File: config.mk
export PLATFORM = sky130hd
export DESIGN_NAME = ternary_mm_sequencer
export DESIGN_NICKNAME = d
export VERILOG_FILES = /design/src/rtl/ternary_mm_sequencer.sv
export SDC_FILE = /design/constraint.sdc
export NUM_CORES = 1
export LEC_CHECK = 0
export CAP_MARGIN = 25
export CORE_AREA = 2 2 41 43
export CTS_BUF_LIST = sky130_fd_sc_hd__clkbuf_2
export DETAILED_ROUTE_END_ITERATION = 7
export DIE_AREA = 0 0 43 45
export DONT_BUFFER_PORTS = 1
export HOLD_SLACK_MARGIN = 0.15
export PLACE_DENSITY = 0.74
export SLEW_MARGIN = 20
export SYNTH_ARGS = -nofsm -noshare
export SYNTH_HDL_FRONTEND = slang
export SYNTH_SLANG_ARGS = --single-unit
File: constraint.sdc
create_clock -name clk -period 5.15 [get_ports clk]
set_clock_uncertainty 0.15 [all_clocks]
set_input_delay 1.03 -clock clk [delete_from_list [all_inputs] [get_ports clk]]
set_output_delay 1.03 -clock clk [all_outputs]
set_load 0.1 [all_outputs]
File: src/rtl/ternary_mm_sequencer.sv
// -----------------------------------------------------------------------------
// ternary_mm_sequencer
//
// Control sequencer for the ternary matrix-vector engine. It sits between the
// pin mux and the load/multiply datapaths. It decodes commands from the 16-bit
// input word and drives the weight-loader and multiplier enables, clear pulses
// and indices. It supports weight reload, single or continuous multiplies,
// abort, and a sticky error flag.
//
// Ports
//   clk        clock
//   rst_n      synchronous, active-low reset
//   in_word    {ui_in,uio_in}; [13:12] opcode, [11] continuous flag (IDLE only)
//   abort      synchronous abort, honoured in any state
//   load_en    loader captures in_word this cycle
//   load_clr   one-cycle pulse in the first LOAD cycle: clear weight shifter
//   mult_en    multiplier accumulates in_word this cycle
//   acc_clr    one-cycle pulse in the first ACC cycle: clear accumulators
//   out_valid  uo_out holds output element out_idx
//   in_idx     load word index (LOAD) or activation-pair index (ACC)
//   out_idx    output element being presented (DRAIN)
//   wt_valid   full weight matrix loaded
//   busy       sequencer not idle
//   err        sticky: multiply requested without valid weights
//   mult_cnt   completed multiply passes (saturating at 255)
//
// Optional feature macro: SEQ_PERF_CNT_EN
//   defined     -> mult_cnt is a live 8-bit saturating pass counter
//   not defined -> mult_cnt is tied to 8'h00 and no counter flops exist
// -----------------------------------------------------------------------------
module ternary_mm_sequencer #(
   parameter int MAX_IN_LEN  = 16,
   parameter int MAX_OUT_LEN = 8
) (
   input  logic                                          clk,
   input  logic                                          rst_n,
   input  logic [15:0]                                   in_word,
   input  logic                                          abort,
   output logic                                          load_en,
   output logic                                          load_clr,
   output logic                                          mult_en,
   output logic                                          acc_clr,
   output logic                                          out_valid,
   output logic [$clog2(2*MAX_IN_LEN*MAX_OUT_LEN/16)-1:0] in_idx,
   output logic [$clog2(MAX_OUT_LEN)-1:0]                out_idx,
   output logic                                          wt_valid,
   output logic                                          busy,
   output logic                                          err,
   output logic [7:0]                                    mult_cnt
);

   localparam int LOAD_WORDS = 2 * MAX_IN_LEN * MAX_OUT_LEN / 16;
   localparam int ACC_CYC    = MAX_IN_LEN / 2;
   localparam int IN_W       = $clog2(LOAD_WORDS);
   localparam int OUT_W      = $clog2(MAX_OUT_LEN);

   localparam logic [IN_W-1:0]  LOAD_LAST = IN_W'(LOAD_WORDS - 1);
   localparam logic [IN_W-1:0]  ACC_LAST  = IN_W'(ACC_CYC - 1);
   localparam logic [OUT_W-1:0] OUT_LAST  = OUT_W'(MAX_OUT_LEN - 1);

   localparam logic [1:0] OP_LOAD = 2'b10;
   localparam logic [1:0] OP_MULT = 2'b11;

   typedef enum logic [1:0] {
      S_IDLE  = 2'b00,
      S_LOAD  = 2'b01,
      S_ACC   = 2'b10,
      S_DRAIN = 2'b11
   } state_t;

   state_t           state;
   logic [IN_W-1:0]  in_cnt;
   logic [OUT_W-1:0] out_cnt;
   logic             cont;
   logic             wt_valid_q;
   logic             err_q;

   // Only the opcode and continuous-flag bits steer the sequencer; the rest of
   // the word is datapath payload.
   logic unused_payload;
   assign unused_payload = ^{in_word[15:14], in_word[10:0]};

   // Main sequencer. Abort is checked before the per-state logic so that it
   // wins over any last-word / last-output transition in the same cycle.
   // Counters are zeroed on every state change, so the first cycle of each
   // state always sees index 0 and the clear pulses fall out of that.
   always_ff @(posedge clk) begin
      if (!rst_n) begin
         state      <= S_IDLE;
         in_cnt     <= '0;
         out_cnt    <= '0;
         cont       <= 1'b0;
         wt_valid_q <= 1'b0;
         err_q      <= 1'b0;
      end else if (abort) begin
         state   <= S_IDLE;
         in_cnt  <= '0;
         out_cnt <= '0;
         cont    <= 1'b0;
         if (state == S_LOAD) begin
            wt_valid_q <= 1'b0;
         end
      end else begin
         case (state)
            S_IDLE: begin
               in_cnt  <= '0;
               out_cnt <= '0;
               if (in_word[13:12] == OP_LOAD) begin
                  state      <= S_LOAD;
                  wt_valid_q <= 1'b0;
               end else if (in_word[13:12] == OP_MULT) begin
                  if (wt_valid_q) begin
                     state <= S_ACC;
                     cont  <= in_word[11];
                  end else begin
                     err_q <= 1'b1;
                  end
               end
            end
            S_LOAD: begin
               if (in_cnt == LOAD_LAST) begin
                  state      <= S_IDLE;
                  in_cnt     <= '0;
                  wt_valid_q <= 1'b1;
                  err_q      <= 1'b0;
               end else begin
                  in_cnt <= in_cnt + 1'b1;
               end
            end
            S_ACC: begin
               if (in_cnt == ACC_LAST) begin
                  state   <= S_DRAIN;
                  in_cnt  <= '0;
                  out_cnt <= '0;
               end else begin
                  in_cnt <= in_cnt + 1'b1;
               end
            end
            S_DRAIN: begin
               if (out_cnt == OUT_LAST) begin
                  state   <= cont ? S_ACC : S_IDLE;
                  in_cnt  <= '0;
                  out_cnt <= '0;
               end else begin
                  out_cnt <= out_cnt + 1'b1;
               end
            end
            default: begin
               state   <= S_IDLE;
               in_cnt  <= '0;
               out_cnt <= '0;
               cont    <= 1'b0;
            end
         endcase
      end
   end

`ifdef SEQ_PERF_CNT_EN
   // Pass counter: bumps when the last output element leaves DRAIN without an
   // abort in the same cycle, and holds at 255.
   logic       drain_done;
   logic [7:0] mult_cnt_q;

   assign drain_done = (state == S_DRAIN) && (out_cnt == OUT_LAST) && !abort;

   always_ff @(posedge clk) begin
      if (!rst_n) begin
         mult_cnt_q <= 8'h00;
      end else if (drain_done && (mult_cnt_q != 8'hFF)) begin
         mult_cnt_q <= mult_cnt_q + 8'd1;
      end
   end

   assign mult_cnt = mult_cnt_q;
`else
   assign mult_cnt = 8'h00;
`endif

   // Outputs are decoded from the registered state and counters only, so they
   // change cleanly on the clock edge and never depend on in_word directly.
   assign load_en   = (state == S_LOAD);
   assign load_clr  = (state == S_LOAD) && (in_cnt == '0);
   assign mult_en   = (state == S_ACC);
   assign acc_clr   = (state == S_ACC) && (in_cnt == '0);
   assign out_valid = (state == S_DRAIN);
   assign in_idx    = in_cnt;
   assign out_idx   = out_cnt;
   assign wt_valid  = wt_valid_q;
   assign busy      = (state != S_IDLE);
   assign err       = err_q;

endmodule

* Word level (Yosys, flattened, before mapping)
Index checks and enable logic that the tools add are counted.
** Operators by class
- Reduce and logical (&&, ||, !) cells :: 13
- $add $sub $neg :: 2
- Bitwise operators :: 3
- Equality and inequality tests :: 19
- Muxes and demuxes :: 25
** Operator list (number)
- $pmux W4 S4 :: 1
- $mux W2 :: 7
- $mux W4 :: 3
- $ne A3 B3 Y1 const B :: 3
- $pmux W3 S3 :: 1
- $eq A2 B2 Y1 const B :: 4
- $mux W1 :: 8
- $ne A2 B1 Y1 const B :: 4
- $pmux W2 S4 :: 1
- $reduce_and A4 Y1 :: 2
- $mux W3 :: 2
- $ne A2 B2 Y1 const B :: 3
- $reduce_and A6 Y1 :: 1
- $reduce_and A5 Y1 :: 1
- $add A4 B1 Y4 const B :: 1
- $eq A4 B3 Y1 const B :: 1
- $eq A4 B4 Y1 const B :: 1
- $logic_not A4 Y1 :: 1
- $pmux W1 S2 :: 2
- $reduce_bool A2 Y1 :: 2
- $add A3 B1 Y3 const B :: 1
- $eq A3 B3 Y1 const B :: 1
- $ne A3 B2 Y1 const B :: 1
- $not A1 Y1 :: 3
- other kinds (6) :: 7
** Storage, ports and cells
- Bits in registers :: 12
- Logic and storage cells :: 68
- Output and inout bits :: 23

* Longest topological paths before layout
Gate-level depths: netlist of run 1.
- Word-level depth :: 4
- Gate-level depth with buffers :: 7
- Gate-level depth less buffers :: 6

* Least setup slack after synthesis of run 1
No wires, ideal clock.
- Path kind :: flip-flop to output port
- Start :: register state[0]
- End :: output acc_clr
- Setup slack :: -0.603 ns
- Cell stages (with the launch flop) :: 5
- Buffers on the path :: 0
- Data arrival time :: 4.573 ns
- Cells stage by stage :: dfxtp_1 inv_1 ha_1 inv_1 nor4b_1
** On the way
- Cells in the longest elaborated chain, start to end :: 2
** Ends and longest elaborated chain
- start: declaration :: RTL line 71 : state_t state;
- start signal: assignment :: RTL line 141 : state <= cont ? S_ACC : S_IDLE;
- $eq A2 B2 Y1
- via mult_en :: RTL line 41 : output logic mult_en,
- $logic_and A1 B1 Y1 :: RTL line 184 : assign acc_clr = (state == S_ACC) && (in_cnt == '0);
- end: declaration :: RTL line 42 : output logic acc_clr,
The timed path passes the listed nets, and every way through them passes these cells.

* Final worst setup path of run 1
- Start :: register in_cnt[0] (netlist: in_idx[0])
- End :: output load_clr
** On the way
- Cells in the longest elaborated chain, start to end :: 2
** Ends and longest elaborated chain
- start: declaration :: RTL line 72 : logic [IN_W-1:0] in_cnt;
- start signal: assignment :: RTL line 127 : in_cnt <= in_cnt + 1'b1;
- start signal: assignment :: RTL line 136 : in_cnt <= in_cnt + 1'b1;
- $logic_not A4 Y1 :: RTL line 182 : assign load_clr = (state == S_LOAD) && (in_cnt == '0);
- $logic_and A1 B1 Y1 :: RTL line 182
- end: declaration :: RTL line 40 : output logic load_clr,
No other way between the ends.

==> summary.md, run 1 <==
Across the VDD grid, the largest voltage drop is 0.000150 V. The most common cell in the synthesized netlist is sky130_fd_sc_hd__dfxtp_1. The number of flops mapped to enable cells by yosys was 0. The power density over the cells is 260 nW/um2.

The initial cell density of the core was 0.586. For this block, wires on met1 add up to 745 um. The tools report the fmax as 296 MHz. The worst setup path is launched from a flip-flop.

Routability-driven placement finished with a final weighted congestion of 0.725. The register bit count reported by yosys is 12. The die extent in x was 43 um.

Walking the worst path, the cells encountered are inv_1 -> ha_1 -> and4bb_2. The run finished with clean final reports. Fraction of post-synthesis cell area in the top cell type by area: 0.279. For the worst-skew pair, the clock arrives at the later sink with an insertion delay of 0.27 ns.

After global routing the overflow that remains totals 0. TritonCTS built the clock tree. The most critical setup path has its startpoint at in_idx[0]. On the critical path, the stage with the largest delay is an instance of sky130_fd_sc_hd__dfxtp_1. Uppermost signal routing layer after detailed routing: met4. For this run, design rule violations remaining after detail routing come to 0. Across the run, the number of max-cap violations was 0. The total global routing track utilization was 0.191; the peak per-stage delay on the critical path was 1.04 ns. The worst setup path is of the reg -> out kind. Along the worst path, the maximum fanout reaches 5. The count of inserted antenna diode cells is 0. The synthesized design spends more area on one cell type than any other, namely sky130_fd_sc_hd__dfxtp_1.

The share of total power in sequential cells is 0.430, and the compound-cell area share of the yosys netlist is 0.157. During I/O placement, the number of pins put on the boundary was 42. The count of cells in the finished layout, fillers not included, comes to 126. The source of the worst register-to-register timing path is in_idx[1]. In the post-synthesis netlist, the biggest area contributors are sky130_fd_sc_hd__dfxtp_1, sky130_fd_sc_hd__ha_1, sky130_fd_sc_hd__buf_4. The switching power as a share of total power was 0.461; the fraction of power consumed by the clock network was 0.214. Including well taps, the total number of placed cells is 122.

After the last flow step, the layout net total stands at 138. The number of global-route vias before repair is 659, and the filler cell count is 134. The leading register cell type out of synthesis was sky130_fd_sc_hd__dfxtp_1.

The clock tree root driver cell was sky130_fd_sc_hd__clkbuf_2. By area, the combinational part of the netlist is dominated by simple AND/OR/NAND/NOR gates. The run gives 701 as the number of vias in the routed layout.

For the number of H-tree levels, the log shows 1. The synthesized cell area came out at 862 um2. Fraction of synthesis flops using an asynchronous set or reset pin: 0. After floorplanning, the core was divided into 14 placement rows. In the final layout, flip-flops and latches occupy 240 um2.

The detail route stage leaves a number of antenna-violating nets equal to 0. For the number of hold-slack violations in the final timing report, the log shows 0. The count of pins over their slew limit is 0, and the number of cells produced by synthesis is 104. No sink is reached through more buffers than the 2 on the longest clock path. The startpoint of the most critical hold path is cont. The tools report the first-pass GRT wire length as 2770 um. Cell internal power was estimated by the tool at 0.000128 W. In this run the post-CTS setup repair buffer count came out at 0. The share of layout cells above drive strength 1 came out at 0.136.

For this design the static power due to leakage is 0.386 nW. Setup violations remaining at the end of the flow were counted as 0. The number of antenna violations at the first check in global routing is 0, and the number of optimization iterations in the first detailed-route pass is 4.

The run gives 0 as the post-cts sizing count. TritonCTS created 3 clock buffers. In the final layout, the multi-input gates occupy 539 um2. In the routed layout, each cell is associated on average with a via count of 5.56. The clock transition at the registers of the reported paths works out to 0.13 ns. Summed over all nets, wire length on met3 after detailed routing comes to 108 um. STA classifies the critical path endpoint as a primary output. Yosys printed 0 warnings. The final-layout setup total negative slack was 0 ns. The arithmetic-cell share of the synthesized area counting full adders, half adders and majority gates works out to 0.116. Buffers placed on the I/O ports in this run total 0. From synthesis to final layout, the design area changed by 5.95%.

The reg2reg setup slack came out at 2.58 ns. For the normalized max-slew margin, the log shows 0.298. The proportion of power drawn by combinational gates is 0.356, and the die area is 1940 um2. The area share of xor/xnor cells in the synthesized design works out to 0. Measured along the y axis, the die boundary spans 45 um. The basic-gate share of the synthesized area counting and, or, nand and nor cells was 0.248. The fraction of the cycle the final worst path needs came out at 0.655.

The run gives 2.19 ns as the data arrival time of the worst path. Each instance of the synthesized netlist takes up on average 8.29 um2. The transition at the pin with the smallest max-transition slack is 1.05 ns, and the clock period minus worst slack is 3.37 ns.

The core outline area is 1470 um2, and the detailed-routed wire length on met2 is 810 um. The proportion of synthesized area in mux cells is 0.0522, and the worst endpoint required time is 3.97 ns. Ranked by instance count, the synthesized netlist is headed by sky130_fd_sc_hd__dfxtp_1, sky130_fd_sc_hd__a21oi_1, sky130_fd_sc_hd__buf_4, sky130_fd_sc_hd__ha_1, sky130_fd_sc_hd__nor2_1.

Dividing the detail-routed wire length by the instance count gives 13.3 um. The tools report the sequential area share after synthesis as 0.279. Setup repair after global routing left no endpoint under its margin. In this run the worst hold path is classified as reg -> reg.

The first routing iteration left 6 violations. After clock tree synthesis, the flow added hold-fix buffers numbering 0. The distinct cell type count of the synthesized netlist came out at 33. Entering global routing, the biggest net connects 13 pins. The estimated wirelength of the detail-placed design is 1310 um, and the detailed-route wire length is 1680 um. The tools report the net load switching power as 0.000109 W. The tools report the clock sink total as 12.
==> layout by cell type, fill, tap and decap left out, types with 2 or more instances in the layout <==
cell / instances
sky130_fd_sc_hd__dfxtp_1: 12
sky130_fd_sc_hd__a21oi_1: 10
sky130_fd_sc_hd__nor2_1: 8
sky130_fd_sc_hd__ha_1: 8
sky130_fd_sc_hd__conb_1: 8
sky130_fd_sc_hd__inv_1: 7
sky130_fd_sc_hd__nand3_1: 6
sky130_fd_sc_hd__nand2b_1: 5
sky130_fd_sc_hd__nand2_1: 5
sky130_fd_sc_hd__buf_4: 5
sky130_fd_sc_hd__mux2i_1: 3
sky130_fd_sc_hd__o21ai_0: 3
sky130_fd_sc_hd__clkbuf_2: 3
sky130_fd_sc_hd__o21ai_1: 2
sky130_fd_sc_hd__a31oi_1: 2
sky130_fd_sc_hd__nand3b_1: 2
sky130_fd_sc_hd__a211oi_1: 2
==> routing by layer <==
layer,vias to the layer above,global-route usage
li1,358,-
met1,319,0.250
met2,21,0.312
met3,3,0.0400
met4,0,0.0727
met5,-,0
==> state kept, by name, indices dropped and copies added, names as in the netlist <==
register,count
wt_valid,1
in_idx,4
err,1
cont,1
state,2
out_idx,3
==> final timing paths <==
path | to | depth (start not counted)
setup / recovery | load_clr | 3
hold / removal | cont | 2
setup reg to reg | state[1] | 4
hold reg to reg | cont | 2
==> power by group through the flow <==
| stage | Combinational, W | Sequential (W) | Clock (W) |
|---|---|---|---|
| 2_1_floorplan | 0.0000819 | 0.000104 | 0 |
| 3_3_place_gp | 0.0000830 | 0.000104 | 0 |
| 3_5_place_dp | 0.0000844 | 0.000104 | 0 |
| 4_1_cts | 0.0000846 | 0.000102 | 0.0000526 |
| 5_1_grt | 0.0000884 | 0.000102 | 0.0000557 |
| 6_report | 0.0000844 | 0.000102 | 0.0000507 |
==> cells by family (layout without fill, tap and decap cells) <==
family / count (synthesis) / in the layout
DFF: 12 / 12
buffers and inverters: 19 / 18
AOI/OAI and AO/OA: 23 / 23
other: 1 / 8
adders and majority gates: 8 / 8
muxes: 4 / 4
and+or+nand+nor: 37 / 37
==> through the flow <==
stage	cell area [um2]	hold WS [ns]	worst slack, ns	total power (W)	utilization
2_1_floorplan	895	0.314	0.765	0.000186	-
3_3_place_gp	863	0.337	2.15	0.000187	0.587
4_1_cts	913	0.385	1.77	0.000239	0.621
5_1_grt	913	0.406	1.70	0.000246	0.621
3_5_place_dp	895	0.357	2.11	0.000188	0.608
6_report	913	0.379	1.78	0.000237	0.621
==> critical path, delay by kind of cell (launching register included) <==
family        cells  cell delay, ns
flops             1            1.04
buf+inv           1            0.17
fa+ha+maj         1            0.27
simple gates      1            0.43
==> cell type report <==
type	instances	area share
Sequential cell	12	0.263
Timing Repair Buffer	7	0.0753
Clock inverter	1	0.00411
Tap cell	16	0.0219
Inverter	7	0.0288
Multi-Input combinational cell	80	0.590
Clock buffer	3	0.0164
Note: power is estimated with default switching activity, not from simulation.
==> run 2, diff against run 1 <==
==> constraint.sdc (replaced) <==
create_clock -name clk -period 3.3 [get_ports clk]
set_clock_uncertainty 0.15 [all_clocks]
set_input_delay 0.66 -clock clk [delete_from_list [all_inputs] [get_ports clk]]
set_output_delay 0.66 -clock clk [all_outputs]
set_load 0.1 [all_outputs]
==> run 2 against run 1 <==
Die area is the same; worst setup slack worse by 0.96 ns; register-to-register slack lost 1.5 ns; critical endpoint unchanged; highest routed layer unchanged.
==> summary.md, run 2 (same netlist as run 1, synthesis figures left out) <==
The flow ran to the end, and the final reports show no timing, DRC or antenna violations. For the detailed router's first-iteration violation count, the log shows 23 (+17). The source-to-sink clock delay at the later pin of the worst-skew pair was 0.29 ns (+0.02 ns).

STA classifies the critical path startpoint as a flip-flop. The cell count after placement was 129 (+5.7%); the normalized max-slew margin was 0.359 (+0.0613). The logs give 145 (+5.1%) for the number of nets in the finished design and 1.67 ns (-0.52 ns) for the data arrival time of the worst path. Detailed-routed wire length on met2: 803 um (-0.86%). Total number of placement rows: 14 (unchanged). The post-cts sizing count was 0 (unchanged); the average wire length per cell after detail routing was 12.8 um (-4.0%).

The clock transition at the registers of the reported paths is 0.13 ns (about the same), and the power density over the cells is 395 nW/um2 (+52%). Maximum fanout count along the critical path: 5 (unchanged). TritonCTS built the clock tree. The top cell types in the final layout, fill and taps aside, are sky130_fd_sc_hd__buf_4, sky130_fd_sc_hd__dfxtp_1, sky130_fd_sc_hd__a21oi_1. The clock buffer count from CTS was 3 (unchanged); the clock period minus worst slack was 2.48 ns. Worst-case setup slack after placement: 1.10 ns (-1.02 ns). Number of vias in the routed layout: 746 (+6.4%). For the setup-violating endpoint count in the final report, the log shows 0 (unchanged). The logs give 1310 um (-0.34%) for the estimated wirelength of the detail-placed design and 0 (unchanged) for the detailed-route DRC error count.

The logs give 1940 um2 (unchanged) for the die area and 1 (unchanged) for the number of H-tree levels. The transition at the pin with the smallest max-transition slack is 0.960 ns (-0.0918 ns), and the number of optimization iterations in the first detailed-route pass is 4 (unchanged). The tools report the overall overflow remaining after global route as 0 (unchanged). The number of maximum-capacitance violations is 0 (unchanged), and the final-layout setup total negative slack is 0 ns (unchanged). The critical path class was reg -> out.

The final worst slack is 0.820 ns (-0.956 ns), and the port buffer count is 0 (unchanged). The met3 routed wirelength was 139 um (+29%); the die height was 45 um (unchanged). The area of placed instances was 933 um2 (+4.3%). The final RePlAce weighted congestion came out at 0.847 (+17%).

The worst vdd rail ir drop is 0.000295 V (+97%), and the reg2reg setup slack is 1.08 ns (-1.50 ns). The number of top-level pins is 42 (unchanged), and the clock sink total is 12 (unchanged). The worst endpoint required time is 2.49 ns (-1.48 ns). The leading cell type in the layout, fill and taps excluded is sky130_fd_sc_hd__buf_4. The startpoint identified for the worst register-to-register timing path is state[0].

For the final instance area, the log shows 952 um2 (+4.2%). The tools report the number of antenna-violating nets in the routed design as 0 (unchanged). Setup repair after global routing left no endpoint under its margin. For the filler cell count, the log shows 141 (+5.2%).

The non-filler instance count after layout is 133 (+5.6%). The routed metal-1 wirelength was 712 um (-4.4%). The maximum number of pins on one net before global-route repair is 12 (-1), and the count of pins over their slew limit is 0 (unchanged).

The count of inserted antenna diode cells came out at 0 (unchanged). Quantity of hold-fixing buffers added after cts: 0 (unchanged). The tree is rooted in a sky130_fd_sc_hd__clkbuf_2.

The leakage power total was 0.421 nW (+9.1%). The die extent in x came out at 43 um (unchanged). The path class of the lowest-slack min-delay path was in -> reg. The tools report the first-pass GRT wire length as 2730 um (-1.5%). The number of global-route vias before repair is 644 (-2.3%), and the number of hold-slack violations in the final timing report is 0 (unchanged). The run gives 2 (unchanged) as the maximum root-to-sink buffer count. Start point of the critical path: in_idx[1].

The number of flip-flops under the largest register name came out at 4 (unchanged). The fraction of the cycle the final worst path needs works out to 0.751. The layout overhead on the synthesized area is 10.4%, and the initial cell density of the core is 0.586 (unchanged).

The worst setup path is captured at a primary output. The post-CTS setup repair buffer count is 0 (unchanged), and the fmax is 403 MHz. The run gives 0.647 (+0.0264) as the post-layout utilization of the core.

The number of antenna violations at the first check in global routing is 0 (unchanged). The share of layout cells above drive strength 1 works out to 0.205 (+0.0688). The logs give 0.196 (+0.00558) for the total global routing track utilization and 1710 um (+1.4%) for the detailed-route wire length. The uppermost signal routing layer after detailed routing is met4. The detail-routed via count per cell works out to 5.61 (+0.82%). The tools report the core outline area as 1470 um2 (unchanged).

Startpoint of the most critical hold path: rst_n.
## run 2: area by class of cell
cell class,instances,area [um2],share of cell area
clock buffers,3,15.0,0.0158
clock inverters,1,3.75,0.00394
inverters,7,26.3,0.0276
multi-input cells,80,542,0.569
flip-flops and latches,12,240,0.252
well taps,16,20.0,0.0210
repair buffers,14,105,0.110
## run 2: worst paths after layout
check,end,cells past startpoint
min reg2reg,cont,2
min,err,1
max reg2reg,state[1],7
max,load_clr,5
## run 2: power breakdown
part	total [W]	leakage [nW]	internal [W]	switching (W)
clock network	0.0000807	0.0140	0.0000263	0.0000544
registers	0.000156	0.0969	0.000148	0.00000815
logic	0.000139	0.310	0.0000290	0.000110
total	0.000376	0.421	0.000203	0.000173
## run 2: routing by layer
layer,global-route usage,vias to the layer above
met2,0.306,34
met5,0,-
li1,-,374
met1,0.244,333
met3,0.0360,5
met4,0.145,0
## run 2: per-stage QoR
stage / total power, W / hold slack, ns
after floorplan: 0.000291 / 0.314
after global placement: 0.000296 / 0.329
after detailed placement: 0.000298 / 0.346
after CTS: 0.000380 / 0.352
after global routing: 0.000390 / 0.365
final: 0.000376 / 0.365
## run 2: critical path: stages (launching register included)
cell                       delay [ns]
sky130_fd_sc_hd__dfxtp_1         0.33
sky130_fd_sc_hd__buf_4           0.30
sky130_fd_sc_hd__inv_1           0.08
sky130_fd_sc_hd__ha_1            0.21
sky130_fd_sc_hd__and4bb_2        0.23
sky130_fd_sc_hd__buf_4           0.23
